File: src/rtl/mu0_run_controller.sv
// MU0 run sequencer: reset hold, run/timeout control and write-trace FIFO.
// Optional breakpoint compare on BusAddr: define MU0_RUN_BREAKPOINT_EN.
module mu0_run_controller #(
    parameter int ADDR_WIDTH     = 12,
    parameter int DATA_WIDTH     = 16,
    parameter int CNT_WIDTH      = 16,
    parameter int RESET_CYCLES   = 10,
    parameter int TIMEOUT_CYCLES = 110,
    parameter int TRACE_DEPTH    = 8
) (
    input  logic                  Clk,
    input  logic                  Reset,
    input  logic                  Start,
    output logic                  CpuReset,
    input  logic                  CpuHalted,
    input  logic                  BusWr,
    input  logic [ADDR_WIDTH-1:0] BusAddr,
    input  logic [DATA_WIDTH-1:0] BusDout,
    output logic                  Running,
    output logic                  Done,
    output logic [1:0]            Status,
    output logic [CNT_WIDTH-1:0]  CycleCount,
    output logic                  TraceValid,
    input  logic                  TraceReady,
    output logic [ADDR_WIDTH-1:0] TraceAddr,
    output logic [DATA_WIDTH-1:0] TraceData,
    output logic                  TraceOverflow
`ifdef MU0_RUN_BREAKPOINT_EN
    ,
    input  logic [ADDR_WIDTH-1:0] BpAddr
`endif
);

    localparam int PW  = (TRACE_DEPTH > 1) ? $clog2(TRACE_DEPTH) : 1;
    localparam int CW  = PW + 1;
    localparam int RCW = $clog2(RESET_CYCLES + 1);
    localparam int EW  = ADDR_WIDTH + DATA_WIDTH;

    localparam logic [RCW-1:0]       RST_LOAD = RCW'(RESET_CYCLES);
    localparam logic [CNT_WIDTH-1:0] CNT_LAST = CNT_WIDTH'(TIMEOUT_CYCLES - 1);
    localparam logic [CW-1:0]        CNT_FULL = CW'(TRACE_DEPTH);
    localparam logic [CW-1:0]        CNT_ONE  = CW'(1);

    localparam logic [1:0] ST_NONE    = 2'b00;
    localparam logic [1:0] ST_HALTED  = 2'b01;
    localparam logic [1:0] ST_TIMEOUT = 2'b10;
`ifdef MU0_RUN_BREAKPOINT_EN
    localparam logic [1:0] ST_BREAK   = 2'b11;
`endif

    typedef enum logic [1:0] {
        S_IDLE,
        S_RESET,
        S_RUN,
        S_DONE
    } state_t;

    state_t         state;
    logic [RCW-1:0] rst_cnt;

    logic           start_ok;
    logic           run_exit;
    logic [1:0]     exit_code;

    logic           push;
    logic           pop;
    logic           full;
    logic           do_push;
    logic [PW-1:0]  wr_ptr;
    logic [PW-1:0]  rd_ptr;
    logic [PW-1:0]  rd_next;
    logic [CW-1:0]  fifo_cnt;
    logic [EW-1:0]  wr_entry;
    logic [EW-1:0]  mem [TRACE_DEPTH];

    // Start only counts when the sequencer is parked.
    assign start_ok = Start && (state == S_IDLE || state == S_DONE);

    // RUN exit decision, halt first, then breakpoint, then timeout.
    always_comb begin
        run_exit  = 1'b1;
        exit_code = ST_NONE;
        if (CpuHalted) begin
            exit_code = ST_HALTED;
`ifdef MU0_RUN_BREAKPOINT_EN
        end else if (BusAddr == BpAddr) begin
            exit_code = ST_BREAK;
`endif
        end else if (CycleCount == CNT_LAST) begin
            exit_code = ST_TIMEOUT;
        end else begin
            run_exit = 1'b0;
        end
    end

    // Sequencer FSM with registered CPU control and status outputs.
    always_ff @(posedge Clk or posedge Reset) begin
        if (Reset) begin
            state      <= S_IDLE;
            rst_cnt    <= '0;
            CpuReset   <= 1'b1;
            Running    <= 1'b0;
            Done       <= 1'b0;
            Status     <= ST_NONE;
            CycleCount <= '0;
        end else begin
            case (state)
                S_IDLE, S_DONE: begin
                    if (Start) begin
                        state      <= S_RESET;
                        rst_cnt    <= RST_LOAD;
                        CpuReset   <= 1'b1;
                        Done       <= 1'b0;
                        Status     <= ST_NONE;
                        CycleCount <= '0;
                    end
                end
                S_RESET: begin
                    if (rst_cnt == '0) begin
                        state    <= S_RUN;
                        CpuReset <= 1'b0;
                        Running  <= 1'b1;
                    end else begin
                        rst_cnt <= rst_cnt - RCW'(1);
                    end
                end
                S_RUN: begin
                    if (run_exit) begin
                        state    <= S_DONE;
                        CpuReset <= 1'b1;
                        Running  <= 1'b0;
                        Done     <= 1'b1;
                        Status   <= exit_code;
                    end else begin
                        CycleCount <= CycleCount + CNT_WIDTH'(1);
                    end
                end
                default: begin
                    state    <= S_IDLE;
                    CpuReset <= 1'b1;
                    Running  <= 1'b0;
                    Done     <= 1'b0;
                end
            endcase
        end
    end

    assign push       = (state == S_RUN) && BusWr;
    assign pop        = TraceValid && TraceReady;
    assign full       = (fifo_cnt == CNT_FULL);
    assign do_push    = push && (!full || pop);
    assign rd_next    = rd_ptr + PW'(1);
    assign wr_entry   = {BusAddr, BusDout};
    assign TraceValid = (fifo_cnt != '0);

    // Trace storage; contents need no reset since the count gates them.
    always_ff @(posedge Clk) begin
        if (do_push) begin
            mem[wr_ptr] <= wr_entry;
        end
    end

    // FIFO pointers, occupancy, overflow flag and registered head entry.
    always_ff @(posedge Clk or posedge Reset) begin
        if (Reset) begin
            wr_ptr        <= '0;
            rd_ptr        <= '0;
            fifo_cnt      <= '0;
            TraceOverflow <= 1'b0;
            TraceAddr     <= '0;
            TraceData     <= '0;
        end else if (start_ok) begin
            wr_ptr        <= '0;
            rd_ptr        <= '0;
            fifo_cnt      <= '0;
            TraceOverflow <= 1'b0;
            TraceAddr     <= '0;
            TraceData     <= '0;
        end else begin
            if (push && full && !pop) begin
                TraceOverflow <= 1'b1;
            end
            if (do_push) begin
                wr_ptr <= wr_ptr + PW'(1);
            end
            if (pop) begin
                rd_ptr <= rd_next;
            end
            case ({do_push, pop})
                2'b10:   fifo_cnt <= fifo_cnt + CNT_ONE;
                2'b01:   fifo_cnt <= fifo_cnt - CNT_ONE;
                default: fifo_cnt <= fifo_cnt;
            endcase
            if (pop && fifo_cnt != CNT_ONE) begin
                {TraceAddr, TraceData} <= mem[rd_next];
            end else if (do_push &&
                         (fifo_cnt == '0 || (pop && fifo_cnt == CNT_ONE))) begin
                {TraceAddr, TraceData} <= wr_entry;
            end
        end
    end

endmodule
File: config.mk
export PLATFORM = sky130hd
export DESIGN_NAME = mu0_run_controller
export DESIGN_NICKNAME = d
export VERILOG_FILES = /design/src/rtl/mu0_run_controller.sv
export SDC_FILE = /design/constraint.sdc
export NUM_CORES = 1
export LEC_CHECK = 0
export CAP_MARGIN = 10
export CORE_UTILIZATION = 63
export CTS_CLUSTER_DIAMETER = 120
export DETAILED_ROUTE_END_ITERATION = 7
export PLACE_DENSITY = 0.84
export SETUP_SLACK_MARGIN = 0.2
export SLEW_MARGIN = 20
export SYNTH_ARGS = -nofsm -noshare
export SYNTH_HDL_FRONTEND = slang
export SYNTH_SLANG_ARGS = --single-unit
File: constraint.sdc
create_clock -name Clk -period 11.1 [get_ports Clk]
set_clock_uncertainty 0.2 [all_clocks]
set_input_delay 2.22 -clock Clk [delete_from_list [all_inputs] [get_ports Clk]]
set_output_delay 2.22 -clock Clk [all_outputs]
set_load 0.02 [all_outputs]
==> metrics.sh <==
STATUS='complete, but fails checks'
VIOLATIONS='design-rule violations'
NUMBER_OF_ENABLE_TYPE_REGISTER_CELLS_IN_THE_SYNTHESIZED_NETLIST=224
CP-START-KIND='flip-flop'
MAX-CLOCK-PATH-BUFFERS=3
DRT_DRC_VIOLATIONS_LEFT=7
DIE_X_UM=139
HOLD_PATH_DEPTH=1
SYNTH_NETS=750
H-TREE-DEPTH=1
SHARE_OF_FLIP_FLOPS_WITH_AN_ASYNCHRONOUS_SET_OR_RESET_AFTER_SYNTHESIS=0.228
RELSLEWSLACK=0.360
TIMING.CRITICAL_PATH.REQUIRED_PS=8680
CTSHOLDBUFFERS=0
YS_TOP_CELLS_BY_AREA='sky130_fd_sc_hd__edfxtp_1, sky130_fd_sc_hd__dfrtp_1, sky130_fd_sc_hd__mux4_2, sky130_fd_sc_hd__a221o_1, sky130_fd_sc_hd__nand2_1'
FILLERS=990
SYNTH_SEQ_CELLS=290
AREAGROWTHSYNTHTOFINISH_PCT=17.5
NUM_IO_PINS=85
DETAIL_ROUTE.FIRST_PASS.ITERATIONS=8
MAXIMUM_NUMBER_OF_PINS_ON_ONE_NET_BEFORE_GLOBAL_ROUTE_REPAIR=67
HOLD-PATH-ENDPOINT='Status[0]'
PLACEMENT.SETUP.WORST_SLACK_PS=6210
SETUP-VIOLATIONS-FINAL=0
SYNTHDOMINANTCELLAREASHARE=0.568
P_LEAK_nW=4.85
CTS_NUM_SINKS=290
GROUTE.USAGE.OVERALL=0.278
CLKSLEWWORSTSETUPHOLDPATHS_PS=60
SYN_AREA_SQ_MM=0.0118
POST-SYNTH-TOP-COUNT-CELL='sky130_fd_sc_hd__edfxtp_1'
FMAX_GHz=0.198
SEQ_AREA_FRAC_SYNTH=0.707
POST_ROUTE_CELLS_DRIVE_ABOVE_1_SHARE=0.170
REPORT.FINAL.HOLD_VIOL_COUNT=0
ANTENNA_VIOLATIONS_BEFORE_REPAIR=0
CTS_TREE='done'
SYNTH.DISTINCT_CELLS=61
WORST_SETUP_PATH_END_KIND='output port'
REGTOREGENDPOINT='TraceAddr[1]'
CLOCK_LATENCY_PS=520
VDD_DROP_MAX_mV=0.165
NUM_VIAS=7091
FINALMAXSLEWVIOLATIONS=0
CRITPATHARRIVALTIME_PS=2640
TOTALWIRELENGTH_MM=25.9
VIA_PER_INST=6.78
WORST-R2R-CELL-COUNT=6
RRSETUPSLACK_PS=7640
NETLIST_TOP_CELLS_COUNT='sky130_fd_sc_hd__edfxtp_1, sky130_fd_sc_hd__nand2_1, sky130_fd_sc_hd__dfrtp_1, sky130_fd_sc_hd__mux4_2, sky130_fd_sc_hd__a21oi_1'
FINAL_PERIOD_MINUS_WORST_SETUP_SLACK_PS=5060
P_PER_AREA_mW_PER_MM2=252
POST_SYNTH.CELL_AREA_AVG_SQ_UM=16.8
FINALWORSTSETUPSLACK_PS=6040
POST_DETAILED_PLACEMENT_HALF_PERIMETER_WIRELENGTH_MM=15.2
CORE_AREA_SQ_MM=0.0182
TIMING.FINAL.CRIT_SHARE=0.455
MAX_CAP_VIOLATIONS=0
OVERFLOW=0
SETUP.WORST_PATH.CLASS='flip-flop to output port'
CRITICAL_PATH.MAX_FANOUT=6
INITIALDRTVIOLATIONCOUNT=755
POST_CTS_REPAIR_RESIZE_COUNT=0
GP_CONGESTION=0.889
SYNTH-MAIN-FF-CELL='sky130_fd_sc_hd__edfxtp_1'
ROWS=49
GRT_SETUP_UNREPAIRED='false'
DIE_H_UM=139
YS.WARNINGS.COUNT=0
SYNTH_CELLS=705
SETUP-TNS-FINAL_PS=0
WORSTREG2REGSTART='rd_ptr[0]'
CTSROOTBUFFERMASTER='sky130_fd_sc_hd__clkbuf_16'
CTS_MADE_BUFFERS=27
WORSTHOLDPATHTYPE='flip-flop to flip-flop'
WORSTMARGINPINSLEW_PS=953
WORSTHOLDSTART='Status[0]'
PLACE.PORT_BUFFERS=84
NUMBER_OF_INSERTED_DIODES=0
ROUTED_WIRE_LENGTH_PER_INSTANCE_UM=24.8
CTS_POST_SETUP_BUFFERS_INSERTED=0
FP.DIEAREA_SQ_MM=0.0194
VIAS_IN_THE_FIRST_GLOBAL_ROUTE=7338
GRT_FIRST_PASS_WIRELENGTH_MM=40.7
EFFECTIVE_UTILIZATION_AT_FLOORPLAN=0.650
ANTENNA_LEFT=0
NUM-NETS-FINAL=842
SYNTH_LARGEST_AREA_CELL='sky130_fd_sc_hd__edfxtp_1'
[worst max-delay path by stage]
| stage | from | endpoint | slack [ps] | cells after the start |
|---|---|---|---|---|
| 2_1_floorplan | TraceReady | mem[0][0] | 4760 | 4 |
| 3_3_place_gp | Start | TraceData[4] | 6310 | 5 |
| 3_5_place_dp | Start | TraceAddr[3] | 6210 | 5 |
| 4_1_cts | fifo_cnt[1] | TraceValid | 6080 | 5 |
| 5_1_grt | fifo_cnt[1] | TraceValid | 5950 | 5 |
| 6_report | fifo_cnt[1] | TraceValid | 6040 | 5 |
[metal layers]
metal / vias up / global-route usage / routed length (um)
met5: - / 0 / 0
met4: 0 / 0.0959 / 632
met3: 61 / 0.0397 / 2000
met2: 383 / 0.465 / 13200
met1: 3637 / 0.381 / 10100
li1: 3010 / - / -
[logic make-up after synthesis]
| family | count (synthesis) | synth area share |
|---|---|---|
| compound gates | 134 | 0.0818 |
| flops | 290 | 0.707 |
| simple gates | 151 | 0.0642 |
| xor+xnor | 7 | 0.00634 |
| buf+inv | 53 | 0.0194 |
| fa+ha+maj | 11 | 0.0116 |
| mux | 59 | 0.109 |
[sequential cells by signal, summed over array words and instances (netlist names)]
register	cells
Running	1
mem	224
state	2
fifo_cnt	4
CpuReset	1
TraceData	16
rd_ptr	3
CycleCount	16
rst_cnt	4
TraceOverflow	1
Status	2
Done	1
wr_ptr	3
TraceAddr	12
[per-stage QoR]
step	total power, W	area (sq um)	util	hold WS (ps)	instances
finish	0.00351	13900	0.764	305	1046
global route	0.00366	13900	0.764	322	1046
CTS	0.00352	13900	0.764	310	1046
detailed placement	0.00256	13000	0.713	297	997
global placement	0.00249	13000	0.712	277	996
floorplan	0.00219	11800	-	291	705
[power breakdown]
group	total, W	switching (W)	internal, W
sequential	0.00139	0.000112	0.00128
clock	0.000951	0.000379	0.000571
combinational	0.00117	0.000640	0.000527
[layout by cell type (no fill, tap or decap), drive strengths merged, types with 4 or more instances in the layout]
cell type and n:
bufinv 4, clkdlybuf4s50 84, and4 4, nor4 4, a221o 28, or3 5
mux4 56, o21ai 13, nand2b 9, nand3 11, nor3 15, o31ai 5
clkbuf 36, xor2 5, a31oi 17, o211ai 6, clkinv 7, nand2 68
dfrtp 65, edfxtp 224, a21o 4, buf 16, a21oi 38, inv 16
nor2 17, ha 11
[worst max-delay path, cell delays in order, from the launching register on]
cell	delay [ps]
sky130_fd_sc_hd__dfrtp_1	450
sky130_fd_sc_hd__inv_1	140
sky130_fd_sc_hd__ha_1	280
sky130_fd_sc_hd__nor3b_2	400
sky130_fd_sc_hd__inv_1	240
sky130_fd_sc_hd__clkdlybuf4s50_1	600
[area by class of cell]
class / count / area, sq um / area share
well taps: 229 / 287 / 0.0206
flip-flops and latches: 290 / 8380 / 0.602
repair buffers: 100 / 973 / 0.0700
inverters: 16 / 60.1 / 0.00432
multi-input cells: 362 / 3290 / 0.236
clock inverters: 13 / 168 / 0.0120
clock buffers: 36 / 759 / 0.0546
(Power assumes the default switching activity.)
